## src/rtl/ram_volts_tx.sv

```systemverilog
// ram_volts_tx
// Walks sample RAM addresses 0..Depth-1 after a start pulse. Each sample is
// latched once and sent to the UART transmitter as two bytes: first the
// zero-padded upper bits (sample[Width-1:8]), then sample[7:0]. Every byte
// uses a txstart/txdone handshake.
//
// Ports:
//   clk_i      system clock, rising edge
//   rst_i      synchronous active-high reset
//   start_i    one-cycle frame request, only accepted in IDLE
//   addr_o     RAM read address (registered)
//   doutram_i  RAM read data, combinational from addr_o
//   txbyte_o   byte presented to the UART (registered)
//   txstart_o  one-cycle pulse telling the UART to latch txbyte_o
//   txdone_i   one-cycle pulse from the UART when the byte has been sent
//   busy_o     high from frame acceptance until done_o (registered)
//   done_o     one-cycle pulse after the last byte's txdone_i
module ram_volts_tx #(
  parameter int Width = 12,
  parameter int Depth = 310,
  parameter int AddrW = 9
) (
  input  logic             clk_i,
  input  logic             rst_i,
  input  logic             start_i,
  output logic [AddrW-1:0] addr_o,
  input  logic [Width-1:0] doutram_i,
  output logic [7:0]       txbyte_o,
  output logic             txstart_o,
  input  logic             txdone_i,
  output logic             busy_o,
  output logic             done_o
);

  typedef enum logic [2:0] {
    IDLE, LOAD, SEND_HI, WAIT_HI, SEND_LO, WAIT_LO, NEXT, DONE
  } state_t;

  localparam logic [AddrW-1:0] LAST_ADDR = AddrW'(Depth - 1);

  state_t           state_reg, state_next;
  logic [Width-1:0] sample_reg, sample_next;
  logic [AddrW-1:0] addr_reg;
  logic [7:0]       txbyte_reg;
  logic             busy_reg;
  logic             last_addr;

  assign last_addr = (addr_reg == LAST_ADDR);

  // The sample is taken from the RAM only in LOAD. After that it is held,
  // so a RAM write during the byte transfers has no effect on this sample.
  always_comb begin
    sample_next = sample_reg;
    if (state_reg == LOAD) begin
      sample_next = doutram_i;
    end
  end

  // State register
  always_ff @(posedge clk_i) begin
    if (rst_i) begin
      state_reg <= IDLE;
    end else begin
      state_reg <= state_next;
    end
  end

  // Next-state logic
  always_comb begin
    state_next = state_reg;
    case (state_reg)
      IDLE:    if (start_i) state_next = LOAD;
      LOAD:    state_next = SEND_HI;
      SEND_HI: state_next = WAIT_HI;
      WAIT_HI: if (txdone_i) state_next = SEND_LO;
      SEND_LO: state_next = WAIT_LO;
      WAIT_LO: if (txdone_i) state_next = NEXT;
      NEXT:    state_next = last_addr ? DONE : LOAD;
      DONE:    state_next = IDLE;
      default: state_next = IDLE;
    endcase
  end

  // State decodes. Both come straight from the state register, so they do
  // not glitch at the clock edge.
  always_comb begin
    txstart_o = (state_reg == SEND_HI) || (state_reg == SEND_LO);
    done_o    = (state_reg == DONE);
  end

  // Datapath registers. The outgoing byte is loaded on the edge that enters
  // each SEND state, which makes it valid in the same cycle as txstart_o.
  always_ff @(posedge clk_i) begin
    if (rst_i) begin
      sample_reg <= '0;
      addr_reg   <= '0;
      txbyte_reg <= '0;
      busy_reg   <= 1'b0;
    end else begin
      sample_reg <= sample_next;
      busy_reg   <= (state_next != IDLE);
      case (state_reg)
        LOAD:    txbyte_reg <= 8'(sample_next >> 8);
        WAIT_HI: if (txdone_i) txbyte_reg <= sample_reg[7:0];
        NEXT:    if (!last_addr) addr_reg <= addr_reg + 1'b1;
        DONE:    addr_reg <= '0;
        default: ;
      endcase
    end
  end

  assign addr_o   = addr_reg;
  assign txbyte_o = txbyte_reg;
  assign busy_o   = busy_reg;

endmodule

```

## config.mk

```make
export PLATFORM = sky130hd
export DESIGN_NAME = ram_volts_tx
export DESIGN_NICKNAME = d
export VERILOG_FILES = /design/src/rtl/ram_volts_tx.sv
export SDC_FILE = /design/constraint.sdc
export NUM_CORES = 1
export LEC_CHECK = 0
export ABC_AREA = 1
export CORE_ASPECT_RATIO = 0.8
export CORE_UTILIZATION = 38
export CTS_BUF_LIST = sky130_fd_sc_hd__clkbuf_4 sky130_fd_sc_hd__clkbuf_8
export CTS_CLUSTER_DIAMETER = 30
export DETAILED_ROUTE_END_ITERATION = 12
export PLACE_DENSITY = 0.74
export SLEW_MARGIN = 20
export SYNTH_ARGS = -nofsm -noshare
export SYNTH_HDL_FRONTEND = slang
export SYNTH_SLANG_ARGS = --single-unit
```

## constraint.sdc

```tcl
create_clock -name clk_i -period 1.5 [get_ports clk_i]
set_input_delay 0.3 -clock clk_i [delete_from_list [all_inputs] [get_ports clk_i]]
set_output_delay 0.3 -clock clk_i [all_outputs]
set_load 0.005 [all_outputs]
```

* Word-level counts from Yosys, hierarchy flattened *
Cells that the tools add are included.
W data, S select, Z words.

storage, ports and cells
  bits in registers = 33
  bits of input ports = 16
  output and inout port bits = 20
  logic and storage cells = 34

cells by class
  add/sub/neg operators = 1
  eq/ne operators = 10
  multiplexer cells = 10
  reductions and logical operators = 7

operators with widths
  cell                   count
  $pmux W3 S8            1
  $pmux W9 S2            1
  $pmux W8 S2            1
  $eq A3 B3 Y1 const B   4
  $mux W12               1
  $mux W3                4
  $add A9 B1 Y9 const B  1
  $eq A9 B9 Y1 const B   1
  $mux W9                1
  $mux W8                1
  $eq A3 B2 Y1 const B   2
  $ne A2 B2 Y1 const B   2
  $reduce_and A2 Y1      2
  $reduce_bool A2 Y1     2
  $eq A3 B1 Y1 const B   1
  $logic_not A3 Y1       1
  $reduce_bool A3 Y1     1
  $logic_or A1 B1 Y1     1

* Longest topological paths before layout *
  depth after elaboration = 4
  gate-level depth with buffers = 11
  mapped depth without buffers = 11

* Least setup slack after synthesis *
Ideal clock, no wire load.

  path kind = reg2reg
  start = register addr_reg[0], in the netlist addr_o[0]
  end = register addr_reg[8], in the netlist addr_o[8]
  setup time = 0.113 ns
  data arrival time = 1.193 ns
  required time = 1.387 ns
  path slack = 0.194 ns
  cell stages (with the launch flop) = 11
  path buffers = 0
  clock period less this slack = 1.306 ns
  path through = dfxtp_1 > ha_1 > nand2_1 > nor2_1 > nand2_1 > nand2_2 > nand2_2 > nand2_1 > nand2_1 > nand2_1 > nor2_1

between the ends
  longest elaborated chain between the ends = 3
  elaborated cells between the ends (all ways) = 6
  classes of those cells = 1 x add/sub; 2 x eq/ne; 2 x mux; 1 x reduce/logical

RTL lines
  what                                              RTL line  RTL
  from (decl)                                       43        logic [AddrW-1:0] addr_reg;
  from (signal assigned)                            105       NEXT: if (!last_addr) addr_reg <= addr_reg + 1'b1;
  $add A9 B1 Y9 or $eq A9 B9 Y1 (tied branches)     105, 48
  $mux W9 or $ne A2 B2 Y1 (tied branches)           n/a
  $pmux W9 S2 or $reduce_and A2 Y1 (tied branches)  n/a

Parallel ways exist; a longest one is shown, timed or not. The select of a mux whose other input is x is not followed.
A chain may end at the register's enable or synchronous reset.

* Worst setup path in the final report *
  start = register addr_reg[2], in the netlist addr_o[2]
  end = output addr_o[2]

RTL lines
  what       RTL line  RTL
  to (decl)  26        output logic [AddrW-1:0] addr_o,

No word-level cell between the ends.

==> impl_metrics.ini <==
[clock_network]
clk_pin_slew_worst_paths_ns = 0.07
cts_tree = yes
cts_made_buffers = 5
clk_latency_ns = 0.28
ctsLongestPathBuffers = 2
htreeDepth = 2
cts_root_buffer = clkbuf_8
clock_sinks = 33
ctsHoldBuffers = 0

[floorplanning]
core_area_um2 = 3850
start_util_pct = 40.3
fp.dieW_um = 73.4
io_pins = 36
rows = 20
die-area_um2 = 4340
die_h_um = 59.2

[power_and_ir_drop]
p_sw_uw = 690
sw_frac_of_total_pct = 28.7
seq_power_share_pct = 42.8
finalPower_uw = 2400
power.leakage_uw = 0.00105
intPower_uw = 1710
ir_drop_mv = 0.608
power_density_nw_per_um2 = 1030
p_comb_share_pct = 27.1
p_clk_share_pct = 30.1

[final_layout]
finalNetCount = 310
largest_reg_flops = 12
mostFrequentLayoutCells = 63 x nand2_1, 37 x inv_1, 33 x clkdlybuf4s50_1
area_delta_synth_final_pct = 49.9
final_common_cell = nand2_1
insertedDiodeCount = 0
fill_cells = 369
layout-drive-gt1-share_pct = 22.5

[grt]
grt_pass1_vias = 1342
grt_usage_pct = 18.2
grt_pass1_wl_um = 5980
grt_max_degree = 14
overflow = 0
antenna_found_initial = 0

[timing]
relSlewSlack_pct = 82.8
finalClockSkew_ns = 0.00669
hold_violations = 0
setup_slack_ns = 0.0269
report.final.slew_viol_count = 0
fin_crit_sh_pct = 98.2
fmax_ghz = 0.679
rsz0062_at_grt = true
setup_viol = 0
fin_crit_ns = 1.47
worst_slew_pin_slew_ns = 0.257

[synth]
synthesis.nets = 250
ys_seq_area_share_pct = 42.6
yosys_warnings = 0
synth.distinct_cells = 24
synth_area_um2 = 1550
syn_area_per_cell_um2 = 6.69
ys_ff_latch = 33
syn_inst = 232

[routing]
route.detailed.drc = 0
drt_iter0_markers = 85
routedWlPerCell_um = 10.7
vias = 1561
wirelength_um = 3740
viasPerCell = 4.49
ant_nets = 0
drt-pass1-iter-count = 4

[worst_setup_path]
worstPathCellList = clkdlybuf4s50_1
rrSetupSlack_ns = 0.07
critical-path-top-delay-family = buffers and inverters
reg2reg_to = addr_o[0]
end_kind = primary output
reg2reg_depth = 7
cp_slowest_cell = clkdlybuf4s50_1
critical-path-max-stage-delay_ns = 0.51
critPathMaxFanout = 6
required_ns = 1.20
path_buf_inv = 1
worstPathArrival_ns = 1.17
worstSetupStartpointType = flip-flop
r2r-start = state_reg[0]
worst-setup-path-type = flip-flop to primary output

[run]
drv_cap = 0

[place]
portBuffers = 35
place_ws_ns = -0.0507
finalWeightedCongestion = 0.792
dpl.hpwl_um = 2560

[hold_path]
min_to = sample_reg[0]
min_from = sample_reg[0]
holdPathStages = 2
min_path_type = flip-flop to flip-flop

[outcome]
status = completed
## kinds of logic after synthesis
kind of cell	share of synthesized area (%)
DFF	42.6
adders and majority gates	1.61
buffers and inverters	12.3
AOI/OAI and AO/OA	13.3
and+or+nand+nor	30.2
## synthesized netlist by cell type
| library cell | instances | share of area [%] |
|---|---|---|
| nand2_1 | 66 | 16 |
| inv_1 | 38 | 9.2 |
| dfxtp_1 | 33 | 43 |
| a21oi_1 | 20 | 6.5 |
| nor2_1 | 20 | 4.8 |
| nand3_1 | 13 | 4.2 |
| o21ai_0 | 11 | 3.5 |
| inv_2 | 5 | 1.2 |
| o211ai_1 | 5 | 2.4 |
| clkbuf_1 | 3 | 0.73 |
| nand2_2 | 3 | 1.2 |
| ha_1 | 2 | 1.6 |
| nor2_2 | 2 | 0.81 |
| buf_2 | 1 | 0.32 |
| buf_4 | 1 | 0.48 |
| inv_4 | 1 | 0.40 |
| nand3_2 | 1 | 0.65 |
| nor2_4 | 1 | 0.73 |
| nor3_1 | 1 | 0.32 |
| nor3_2 | 1 | 0.65 |
| nor4_1 | 1 | 0.40 |
| o21a_1 | 1 | 0.48 |
| o22ai_1 | 1 | 0.40 |
| or2_0 | 1 | 0.40 |
## per-layer routing
layer / global-route usage (%) / wire length [um]
met1: 25.2 / 1780
met2: 27.3 / 1690
met3: 4.76 / 229
met4: 6.59 / 40
met5: 0 / 0
## repair_timing
action,CTS,global route
gates cloned,0,1
endpoints found under the setup margin,7,23
setup buffers,6,3
gates resized for setup,14,31
pin swaps,1,9
## through the flow
stage	std cells	util (%)	area (um^2)	hold WS (ns)	TNS (ns)
after floorplan	232	-	1550	0.369	0
after global placement	331	53.2	2050	0.451	-0.0311
after detailed placement	331	53.2	2050	0.456	-0.306
after CTS	345	57.5	2220	0.466	-0.0657
after global routing	348	60.4	2330	0.497	-0.0410
final	348	60.4	2330	0.472	0
## final cells by class
| type | count | area (um^2) | area share (%) |
|---|---|---|---|
| inverter | 44 | 173 | 7.42 |
| tap | 55 | 68.8 | 2.96 |
| timing repair buffer | 58 | 529 | 22.8 |
| sequential | 33 | 684 | 29.4 |
| clock inverter | 1 | 5.00 | 0.215 |
| clock buffer | 7 | 96.3 | 4.14 |
| multi-input combinational | 150 | 769 | 33.1 |
## worst max path at each step
stage / slack (ns) / to / cells after the start / start
5_1_grt: -0.02 / addr_o[4] / 11 / addr_o[1]
3_5_place_dp: -0.05 / txbyte_o[2] / 8 / txdone_i
6_report: 0.03 / addr_o[2] / 1 / addr_o[2]
2_1_floorplan: 0.19 / addr_o[8] / 10 / addr_o[0]
3_3_place_gp: -0.01 / txbyte_o[0] / 8 / txdone_i
4_1_cts: -0.07 / txstart_o / 5 / state_reg[1]
## power groups by stage
stage	Clock [uW]	Sequential [uW]	Combinational, uW
after detailed placement	0	1050	572
after global routing	787	1040	723
after CTS	746	1020	606
after global placement	0	1050	564
final	725	1030	651
after floorplan	0	1040	322
Note: power is estimated with default switching activity, not from simulation.
